**src/rtl/sram_rd_arbiter_if.sv**
```systemverilog
// Signal bundle around sram_rd_arbiter: requester handshake, tagged responses
// and the SRAM read port. master = requesters plus SRAM macro; slave = arbiter.
interface sram_rd_arbiter_if #(
  parameter int NUM_REQ    = 4,
  parameter int ADDR_WIDTH = 16,
  parameter int DATA_WIDTH = 128
);
  logic [NUM_REQ-1:0]            req_valid;
  logic [NUM_REQ*ADDR_WIDTH-1:0] req_addr;
  logic [NUM_REQ-1:0]            req_ready;
  logic [NUM_REQ-1:0]            rsp_valid;
  logic [DATA_WIDTH-1:0]         rsp_data;
  logic                          sram_rd_en;
  logic [ADDR_WIDTH-1:0]         sram_rd_addr;
  logic [DATA_WIDTH-1:0]         sram_rd_data;
  logic                          busy;

  modport master (
    output req_valid, req_addr, sram_rd_data,
    input  req_ready, rsp_valid, rsp_data, sram_rd_en, sram_rd_addr, busy
  );

  modport slave (
    input  req_valid, req_addr, sram_rd_data,
    output req_ready, rsp_valid, rsp_data, sram_rd_en, sram_rd_addr, busy
  );
endinterface

```
**src/rtl/sram_rd_arbiter.sv**
```systemverilog
// Single SRAM read-port arbiter: round-robin with bounded bursts, registered
// read port, and a tag pipeline that routes read data back to its requester.
// Optional feature: define SRAM_ARB_FETCH_PRIO_EN to give requester 0
// (microcode fetch) absolute priority without disturbing the RR order.
module sram_rd_arbiter #(
  parameter int NUM_REQ    = 4,
  parameter int ADDR_WIDTH = 16,
  parameter int DATA_WIDTH = 128,
  parameter int RD_LATENCY = 1,
  parameter int MAX_BURST  = 4
) (
  input logic              clk,
  input logic              rst,
  sram_rd_arbiter_if.slave bus
);
  localparam int IDX_W = $clog2(NUM_REQ);
  localparam int CNT_W = (MAX_BURST > 1) ? $clog2(MAX_BURST) : 1;

  typedef logic [IDX_W-1:0] idx_t;
  typedef logic [CNT_W-1:0] cnt_t;
  typedef struct packed {
    logic valid;
    idx_t idx;
  } tag_t;

  idx_t                  last_grant;
  cnt_t                  burst_cnt;
  logic                  burst_act;   // previous cycle was a transfer to last_grant
  idx_t                  grant_idx;
  logic                  grant_any;
  logic                  fetch_win;
  logic [ADDR_WIDTH-1:0] grant_addr;
  logic [NUM_REQ-1:0]    ready;
  logic [NUM_REQ-1:0]    rsp_vec;
  logic                  tag_busy;
  tag_t                  tag_q [RD_LATENCY+1];

  // Winner selection: burst continuation first, otherwise RR from last_grant+1.
  // When the burst limit is hit, the RR search naturally reaches last_grant
  // last, so it only wins again if nobody else is valid.
  always_comb begin
    // NOTE: every combinational output gets a default first so no path leaves it unassigned (no latch).
    grant_idx = last_grant;
    grant_any = 1'b0;
    fetch_win = 1'b0;
    if (burst_act && bus.req_valid[last_grant] && (int'(burst_cnt) < MAX_BURST - 1)) begin
      grant_any = 1'b1;
    end else begin
      for (int k = 1; k <= NUM_REQ; k++) begin
        if (!grant_any && bus.req_valid[(int'(last_grant) + k) % NUM_REQ]) begin
          grant_idx = idx_t'((int'(last_grant) + k) % NUM_REQ);
          grant_any = 1'b1;
        end
      end
    end
`ifdef SRAM_ARB_FETCH_PRIO_EN
    if (bus.req_valid[0]) begin
      grant_idx = '0;
      grant_any = 1'b1;
      fetch_win = 1'b1;
    end
`endif
    if (rst) grant_any = 1'b0;
  end

  // One-hot ready decode of the winner.
  always_comb begin
    ready = '0;
    if (grant_any) ready[grant_idx] = 1'b1;
  end

  assign grant_addr = bus.req_addr[int'(grant_idx)*ADDR_WIDTH +: ADDR_WIDTH];

  // RR pointer and burst tracking; fetch-priority grants leave the RR order alone.
  always_ff @(posedge clk or posedge rst) begin
    // NOTE: sequential state uses non-blocking assignments so all registers see pre-edge values.
    if (rst) begin
      last_grant <= idx_t'(NUM_REQ - 1);
      burst_cnt  <= '0;
      burst_act  <= 1'b0;
    end else if (!grant_any || fetch_win) begin
      burst_cnt  <= '0;
      burst_act  <= 1'b0;
    end else begin
      last_grant <= grant_idx;
      burst_act  <= 1'b1;
      if (burst_act && grant_idx == last_grant) begin
        if (int'(burst_cnt) < MAX_BURST - 1) burst_cnt <= burst_cnt + cnt_t'(1);
      end else begin
        burst_cnt <= '0;
      end
    end
  end

  // Registered SRAM read port; the address holds when idle.
  always_ff @(posedge clk or posedge rst) begin
    if (rst) begin
      bus.sram_rd_en   <= 1'b0;
      bus.sram_rd_addr <= '0;
    end else begin
      bus.sram_rd_en <= grant_any;
      if (grant_any) bus.sram_rd_addr <= grant_addr;
    end
  end

  // Tag pipeline: stage 0 aligns with sram_rd_en, stage RD_LATENCY with read data.
  always_ff @(posedge clk or posedge rst) begin
    // NOTE: the tag stages carry valid bits, so they are reset; an uncleared stage would emit a stale response.
    if (rst) begin
      for (int k = 0; k <= RD_LATENCY; k++) tag_q[k] <= '0;
    end else begin
      tag_q[0] <= tag_t'{valid: grant_any, idx: grant_idx};
      for (int k = 1; k <= RD_LATENCY; k++) tag_q[k] <= tag_q[k-1];
    end
  end

  // In-flight detection across all tag stages.
  always_comb begin
    tag_busy = 1'b0;
    for (int k = 0; k <= RD_LATENCY; k++) tag_busy = tag_busy | tag_q[k].valid;
  end

  // Response owner decode from the output stage.
  always_comb begin
    rsp_vec = '0;
    if (tag_q[RD_LATENCY].valid) rsp_vec[tag_q[RD_LATENCY].idx] = 1'b1;
  end

  assign bus.req_ready = ready;
  assign bus.rsp_valid = rsp_vec;
  assign bus.rsp_data  = bus.sram_rd_data;
  assign bus.busy      = !rst && ((|bus.req_valid) || tag_busy);
endmodule
```
**src/flat_wrapper.sv**
```systemverilog
// flat-port wrapper written by rule: the top's interface ports become plain ports
module sram_rd_arbiter_flat 
#(
  parameter int NUM_REQ    = 4,
  parameter int ADDR_WIDTH = 16,
  parameter int DATA_WIDTH = 128,
  parameter int RD_LATENCY = 1,
  parameter int MAX_BURST  = 4
)
  (clk, rst, bus_req_valid, bus_req_addr, bus_sram_rd_data, bus_req_ready, bus_rsp_valid, bus_rsp_data, bus_sram_rd_en, bus_sram_rd_addr, bus_busy);
  sram_rd_arbiter_if #(.NUM_REQ(NUM_REQ), .ADDR_WIDTH(ADDR_WIDTH), .DATA_WIDTH(DATA_WIDTH)) bus_i ();
  input logic clk;
  input logic rst;
  input wire logic [$bits(bus_i.req_valid)-1:0] bus_req_valid;
  input wire logic [$bits(bus_i.req_addr)-1:0] bus_req_addr;
  input wire logic [$bits(bus_i.sram_rd_data)-1:0] bus_sram_rd_data;
  output wire logic [$bits(bus_i.req_ready)-1:0] bus_req_ready;
  output wire logic [$bits(bus_i.rsp_valid)-1:0] bus_rsp_valid;
  output wire logic [$bits(bus_i.rsp_data)-1:0] bus_rsp_data;
  output wire logic [$bits(bus_i.sram_rd_en)-1:0] bus_sram_rd_en;
  output wire logic [$bits(bus_i.sram_rd_addr)-1:0] bus_sram_rd_addr;
  output wire logic [$bits(bus_i.busy)-1:0] bus_busy;
  assign bus_i.req_valid = bus_req_valid;
  assign bus_i.req_addr = bus_req_addr;
  assign bus_i.sram_rd_data = bus_sram_rd_data;
  assign bus_req_ready = bus_i.req_ready;
  assign bus_rsp_valid = bus_i.rsp_valid;
  assign bus_rsp_data = bus_i.rsp_data;
  assign bus_sram_rd_en = bus_i.sram_rd_en;
  assign bus_sram_rd_addr = bus_i.sram_rd_addr;
  assign bus_busy = bus_i.busy;
  sram_rd_arbiter #(.NUM_REQ(NUM_REQ), .ADDR_WIDTH(ADDR_WIDTH), .DATA_WIDTH(DATA_WIDTH), .RD_LATENCY(RD_LATENCY), .MAX_BURST(MAX_BURST)) u_core (.clk(clk), .rst(rst), .bus(bus_i));
endmodule
```
**config.mk**
```make
export PLATFORM = sky130hd
export DESIGN_NAME = sram_rd_arbiter_flat
export DESIGN_NICKNAME = d
export VERILOG_FILES = /design/src/rtl/sram_rd_arbiter_if.sv /design/src/rtl/sram_rd_arbiter.sv /design/src/flat_wrapper.sv
export SDC_FILE = /design/constraint.sdc
export NUM_CORES = 1
export LEC_CHECK = 0
export CORE_AREA = 2 2 136 138
export DETAILED_ROUTE_END_ITERATION = 10
export DIE_AREA = 0 0 138 140
export SYNTH_ARGS = -nofsm -noshare
export SYNTH_HDL_FRONTEND = slang
export SYNTH_SLANG_ARGS = --single-unit
```
**constraint.sdc**
```tcl
create_clock -name clk -period 2.3 [get_ports clk]
set_input_delay 0.23 -clock clk [delete_from_list [all_inputs] [get_ports clk]]
set_output_delay 0.23 -clock clk [all_outputs]
set_load 0.01 [all_outputs]
```
==> out/metrics.csv, run 1 <==
metric,value,unit
Final setup viols,22,
P&R area growth vs syn,35.78,%
IO Port Bufs,95,
Post-DRT Antenna Nets,0,
Layout Cells excl Fill,661,
unrepaired setup endpoints after global routing,yes,
Mapped Avg Cell Area,8.678,um^2
number of synthesized flops with an enable pin,0,
Boundary Pins,352,
number of warnings issued by yosys,0,
residual DRC count,0,
share of cells above drive strength 1,0.3426,
n_diodes,0,
Final period util,1.120,
Hold Slack,0.3482,ns
Tmin final,2.575,ns
distinct cell type count after synthesis,43,
wire per inst,18.63,um
via count,3077,
total CTS buffers,3,
Die ar.,19320,um^2
ys async rst share,1.000,
"area leader, netlist",buf_4,
core box area,17780,um^2
Synth Instances,405,
CP Max Fanout,4,
largest net degree at the start of global routing,27,
initial antenna violation count,0,
Root Driver,clkbuf_16,
Max-cap violations,0,
Die Height,140,um
# nets final,632,
die width,138,um
Post-DP HPWL,9.270,mm
clk slew on worst S/H paths,0.06,ns
worst rel slew slack,0.5158,
Rows,49,
fin worst setup slack,-0.2751,ns
starting DRC count in detailed routing,162,
status,"complete, but fails checks",
f_max,388.3,MHz
Final Hold Fails,0,
sequential cell area fraction in the yosys report,0.1858,
dpl cells,634,
TritonCTS clock tree,built,
fillers,1878,
failing checks,negative setup slack,
Hold Path Class,flip-flop to flip-flop,
Initial Util,0.1977,
"count leader, synth",buf_4,
routability cong.,0.8318,
Synth Cell Area,3515,um^2
global-route wire length before repair,18.20,mm
synth cell count leaders,"buf_4, a22o_1, dfrtp_1, nand2_1, nor2_1",
Crit Path Category,flip-flop to output port,
DR pass1 iterations,5,
# H-tree levels,1,
ys flop type,dfrtp_1,
startpoint types,flip-flop,
clk_skew,0.002658,ns
All-Layer GR Usage,0.1188,
worst skew pair latency,0.26,ns
Critical Path AT,2.35,ns
pin slew with the least headroom to its limit,0.7256,ns
vias per std cell,4.655,
syn_nets,604,
Multi-input gate area,1974,um^2
Final Max Slew Viols,0,
VDD IR max,0.4203,mV
power density cells,1235,nW/um^2
"Data required, critical path",2.07,ns
Num Clock Sinks,26,
Setup crit end kind,output port,
register bit total from synthesis,26,
WL final,12.32,mm
cells taking the most area after synthesis,"buf_4, dfrtp_1, a22o_1",
"Remaining Overflow, GRT",0,
area share of the largest cell type after synthesis,0.2841,
register area,653.1,um^2
clk buf depth,2,
leakage,1.918,nW
vias in the first global route,3125,
metrics by stage:
| stage | area (um^2) | setup slack, ns | total power (W) | setup TNS [ns] | util |
|---|---|---|---|---|---|
| 2_1_floorplan | 3515 | 0.001702 | 0.003052 | 0 | - |
| 3_3_place_gp | 4084 | -0.9459 | 0.004311 | -14.05 | 0.2297 |
| 3_5_place_dp | 4084 | -0.9292 | 0.004343 | -14.08 | 0.2297 |
| 4_1_cts | 4583 | -0.2809 | 0.005594 | -4.020 | 0.2578 |
| 5_1_grt | 4772 | -0.3559 | 0.006266 | -5.796 | 0.2684 |
| 6_report | 4772 | -0.2751 | 0.005892 | -3.719 | 0.2684 |
what timing repair did:
item,4_1_cts,5_1_grt
resized for setup,75,21
setup endpoints to repair,23,23
cloned,0,1
hold buffers,0,0
setup buffers,18,5
pin swaps,13,9
cells by family (layout without fill, tap and decap cells):
group	count (synthesis)	in the layout	share of synthesized area
XOR/XNOR	1	1	0.002492
AND/OR/NAND/NOR	84	84	0.1178
AO/OA/AOI/OAI	107	107	0.2852
flip-flops	26	26	0.1858
multiplexers	23	23	0.06621
buffers and inverters	163	190	0.3389
adder cells (fa/ha/maj)	1	1	0.003559
worst max-delay path, stage by stage, from the launching register on:
cell       delay [ns]
dfstp_2          0.61
buf_12           0.13
mux2i_1          0.18
nand4_1          0.18
buf_4            0.19
and3_4           0.16
a2bb2oi_4        0.19
buf_6            0.15
nor3_4           0.15
buf_2            0.15
layout make-up:
| cell class | count | area share |
|---|---|---|
| sequential | 26 | 0.1369 |
| clock buffer | 4 | 0.01862 |
| timing repair buffer | 180 | 0.3644 |
| inverter | 6 | 0.006293 |
| multi-input combinational | 216 | 0.4137 |
| tap | 229 | 0.06004 |
flip-flops by register name, summed over array words and instances (netlist names):
| signal | cells |
|---|---|
| u_core.last_grant | 2 |
| u_core.tag_q | 5 |
| u_core.bus.sram_rd_addr | 16 |
| u_core.burst_cnt | 2 |
| u_core.burst_act | 1 |
metal layers:
layer / vias up / track usage / wire [um]
met3: 50 / 0.04137 / 1004
met2: 150 / 0.2027 / 5938
met4: 0 / 0.04082 / 423
met5: - / 0 / 0
li1: 1405 / - / -
met1: 1472 / 0.1391 / 4948
cells in the final DEF, fill, tap and decap left out, types with 3 or more instances in the layout:
cell	n
clkdlybuf4s50_1	91
buf_4	66
a22o_1	33
dfrtp_1	24
nand2_1	23
mux2i_1	21
nor2_1	21
nor2b_1	16
o31ai_1	14
buf_6	10
a221oi_2	9
buf_12	9
a21oi_1	8
a221oi_4	8
a2111oi_2	8
inv_1	4
a2111oi_0	4
clkbuf_16	4
nor3_4	3
a2111oi_4	3
buf_2	3
path summary, 6_finish.rpt:
| check | start | end | slack [ns] | cells past startpoint |
|---|---|---|---|---|
| worst max-delay path | u_core.last_grant[0] | bus_req_ready[3] | -0.28 | 9 |
| worst max register to register | u_core.last_grant[0] | u_core.bus.sram_rd_addr[8] | -0.18 | 10 |
| worst min register to register | u_core.tag_q[4] | u_core.tag_q[1] | 0.35 | 0 |
| worst min-delay path | u_core.tag_q[4] | u_core.tag_q[1] | 0.35 | 0 |
| max in group asynchronous | rst | u_core.last_grant[0] | 1.54 | 3 |
| min in group asynchronous | rst | u_core.burst_cnt[0] | 0.46 | 3 |
power by group:
part / internal (W) / switching [W]
combinational: 0.00243 / 0.00218
clock: 0.000266 / 0.000155
sequential: 0.000681 / 0.000181
(Power assumes the default switching activity.)
==> run 2, diff against run 1 <==
Settings changed: SETUP_SLACK_MARGIN set to 0.15.
==> run 2 against run 1 <==
The run still ends with negative setup slack left. Die area did not move. Via count rose by 2.5%. Count of clock-buffer cells in the layout did not move. Combinational power increased by 9.3%. First-iteration DRC count up 14%. Core utilization grew 1.4 points. Critical endpoint is now bus_req_ready[2]. Highest routed layer unchanged.
==> out/metrics.csv, run 2 (same netlist as run 1, synthesis figures left out) <==
metric,value,unit
status,"complete, but fails checks",
failing checks,negative setup slack,
WL final,13.56,mm
All-Layer GR Usage,0.1297,
Largest regs,"u_core.bus.sram_rd_addr: 16 flops, u_core.tag_q: 5 flops",
largest net degree at the start of global routing,35,
clk_skew,0.008044,ns
slowest cell delay on critical path,0.58,ns
total CTS buffers,3,
P&R area growth vs syn,42.79,%
starting DRC count in detailed routing,185,
Crit Path Category,flip-flop to output port,
Max-cap violations,0,
Hold Path Class,flip-flop to flip-flop,
n_diodes,0,
wire per inst,20.61,um
Die Height,140,um
routability cong.,0.7753,
Tmin final,2.487,ns
Final Hold Fails,0,
Num Clock Sinks,26,
power density cells,1261,nW/um^2
worst skew pair latency,0.27,ns
"Cell Chain, Critical Path",mux2i_1 > nand4_1 > buf_4 > and3_4 > a2bb2oi_4 > buf_6 > buf_12 > nor3_4 > buf_2,
register area,656.9,um^2
Post-DRT Antenna Nets,0,
clk slew on worst S/H paths,0.06,ns
Root Driver,clkbuf_16,
Post-DP HPWL,9.579,mm
global-route wire length before repair,19.45,mm
startpoint types,flip-flop,
CP Max Fanout,5,
Setup crit end kind,output port,
Critical Path AT,2.26,ns
CTS Hold Bufs,0,
Final period util,1.081,
share of cells above drive strength 1,0.3730,
# H-tree levels,1,
IO Port Bufs,95,
worst rel slew slack,0.6252,
dpl ws,-0.6633,ns
vias in the first global route,3125,
fillers,1863,
Initial Util,0.1977,
Boundary Pins,352,
Rows,49,
VDD IR max,0.4335,mV
"commonest non-fill, non-tap cells in the layout","clkdlybuf4s50_1, buf_4, a22o_1",
CP max-delay cell,dfstp_2,
Final Max Slew Viols,0,
leakage,1.976,nW
vias per std cell,4.793,
Final setup viols,22,
# nets final,629,
"Data required, critical path",2.07,ns
TritonCTS clock tree,built,
Biggest register,u_core.bus.sram_rd_addr,
"delay-heaviest family, CP",buffers and inverters,
Multi-input gate area,2205,um^2
DR pass1 iterations,4,
initial antenna violation count,0,
number of flip-flops under the largest register name,16,
total power,0.006331,W
pin slew with the least headroom to its limit,0.5615,ns
core box area,17780,um^2
residual DRC count,0,
via count,3154,
clk buf depth,2,
unrepaired setup endpoints after global routing,yes,
"most common cell after layout, fill and taps aside",clkdlybuf4s50_1,
die width,138,um
f_max,402.1,MHz
Die ar.,19320,um^2
"Remaining Overflow, GRT",0,
fin worst setup slack,-0.1870,ns
crit path buf inv count,4,
[run 2: cell types whose count changed in the layout (fill, tap and decap cells not counted), sizes merged]
| cell | previous run | this run |
|---|---|---|
| buf | 88 | 84 |
| clkdlybuf4s50 | 91 | 89 |
| dlygate4sd2 | 0 | 2 |
| nor3b | 3 | 4 |
[run 2: per-layer routing]
metal,vias up,part of all wire,GRT usage
li1,1394,-,-
met1,1540,0.38,0.1559
met2,170,0.51,0.2225
met3,50,0.084,0.03795
met4,0,0.029,0.04350
met5,-,0,0
[run 2: worst reg2reg max path, stage by stage, from the launching register on]
cell and delay [ns]:
dfstp_4 0.68, buf_8 0.14, buf_6 0.10, buf_6 0.09, nand2_4 0.05, a222oi_1 0.34
buf_4 0.21, buf_6 0.11, buf_8 0.12, a22o_1 0.16, a2111oi_2 0.05, buf_4 0.15
o31ai_2 0.18
[run 2: where the power goes]
group	total, W	internal (W)	switching (W)
Clock	0.000405	0.000238	0.000167
Combinational	0.00504	0.00261	0.00243
Sequential	0.000882	0.000687	0.000195
Total	0.00633	0.00354	0.00279
[run 2: layout make-up]
type,instances,share of cell area
Sequential cell,26,0.1309
Multi-Input combinational cell,217,0.4393
Clock buffer,4,0.01571
Tap cell,229,0.05709
Inverter,6,0.004488
Timing Repair Buffer,176,0.3525
[run 2: metrics by stage]
| step | setup TNS (ns) | instances | hold WS, ns | cell area [um^2] | util |
|---|---|---|---|---|---|
| floorplan | 0 | 405 | 0.2770 | 3596 | - |
| global placement | -12.93 | 631 | 0.3389 | 4149 | 0.2334 |
| detailed placement | -13.05 | 631 | 0.3411 | 4149 | 0.2334 |
| CTS | -3.042 | 652 | 0.3553 | 4687 | 0.2636 |
| global route | -5.152 | 658 | 0.3738 | 5019 | 0.2823 |
| finish | -2.771 | 658 | 0.3519 | 5019 | 0.2823 |
[run 2: timing repair]
item,in CTS,in global routing
pin swaps,20,26
cloned,3,1
setup endpoints to repair,24,26
buffers inserted,14,5
resized for setup,84,41
[run 2: final timing paths]
| check | start | cells after the start | to | slack (ns) |
|---|---|---|---|---|
| setup / recovery | u_core.last_grant[0] | 9 | bus_req_ready[2] | -0.19 |
| hold / removal | u_core.tag_q[4] | 0 | u_core.tag_q[1] | 0.35 |
| setup reg to reg | u_core.last_grant[1] | 12 | u_core.bus.sram_rd_addr[12] | -0.17 |
| hold reg to reg | u_core.tag_q[4] | 0 | u_core.tag_q[1] | 0.35 |
| max in group asynchronous | rst | 3 | u_core.last_grant[0] | 1.54 |
| min in group asynchronous | rst | 3 | u_core.tag_q[2] | 0.46 |
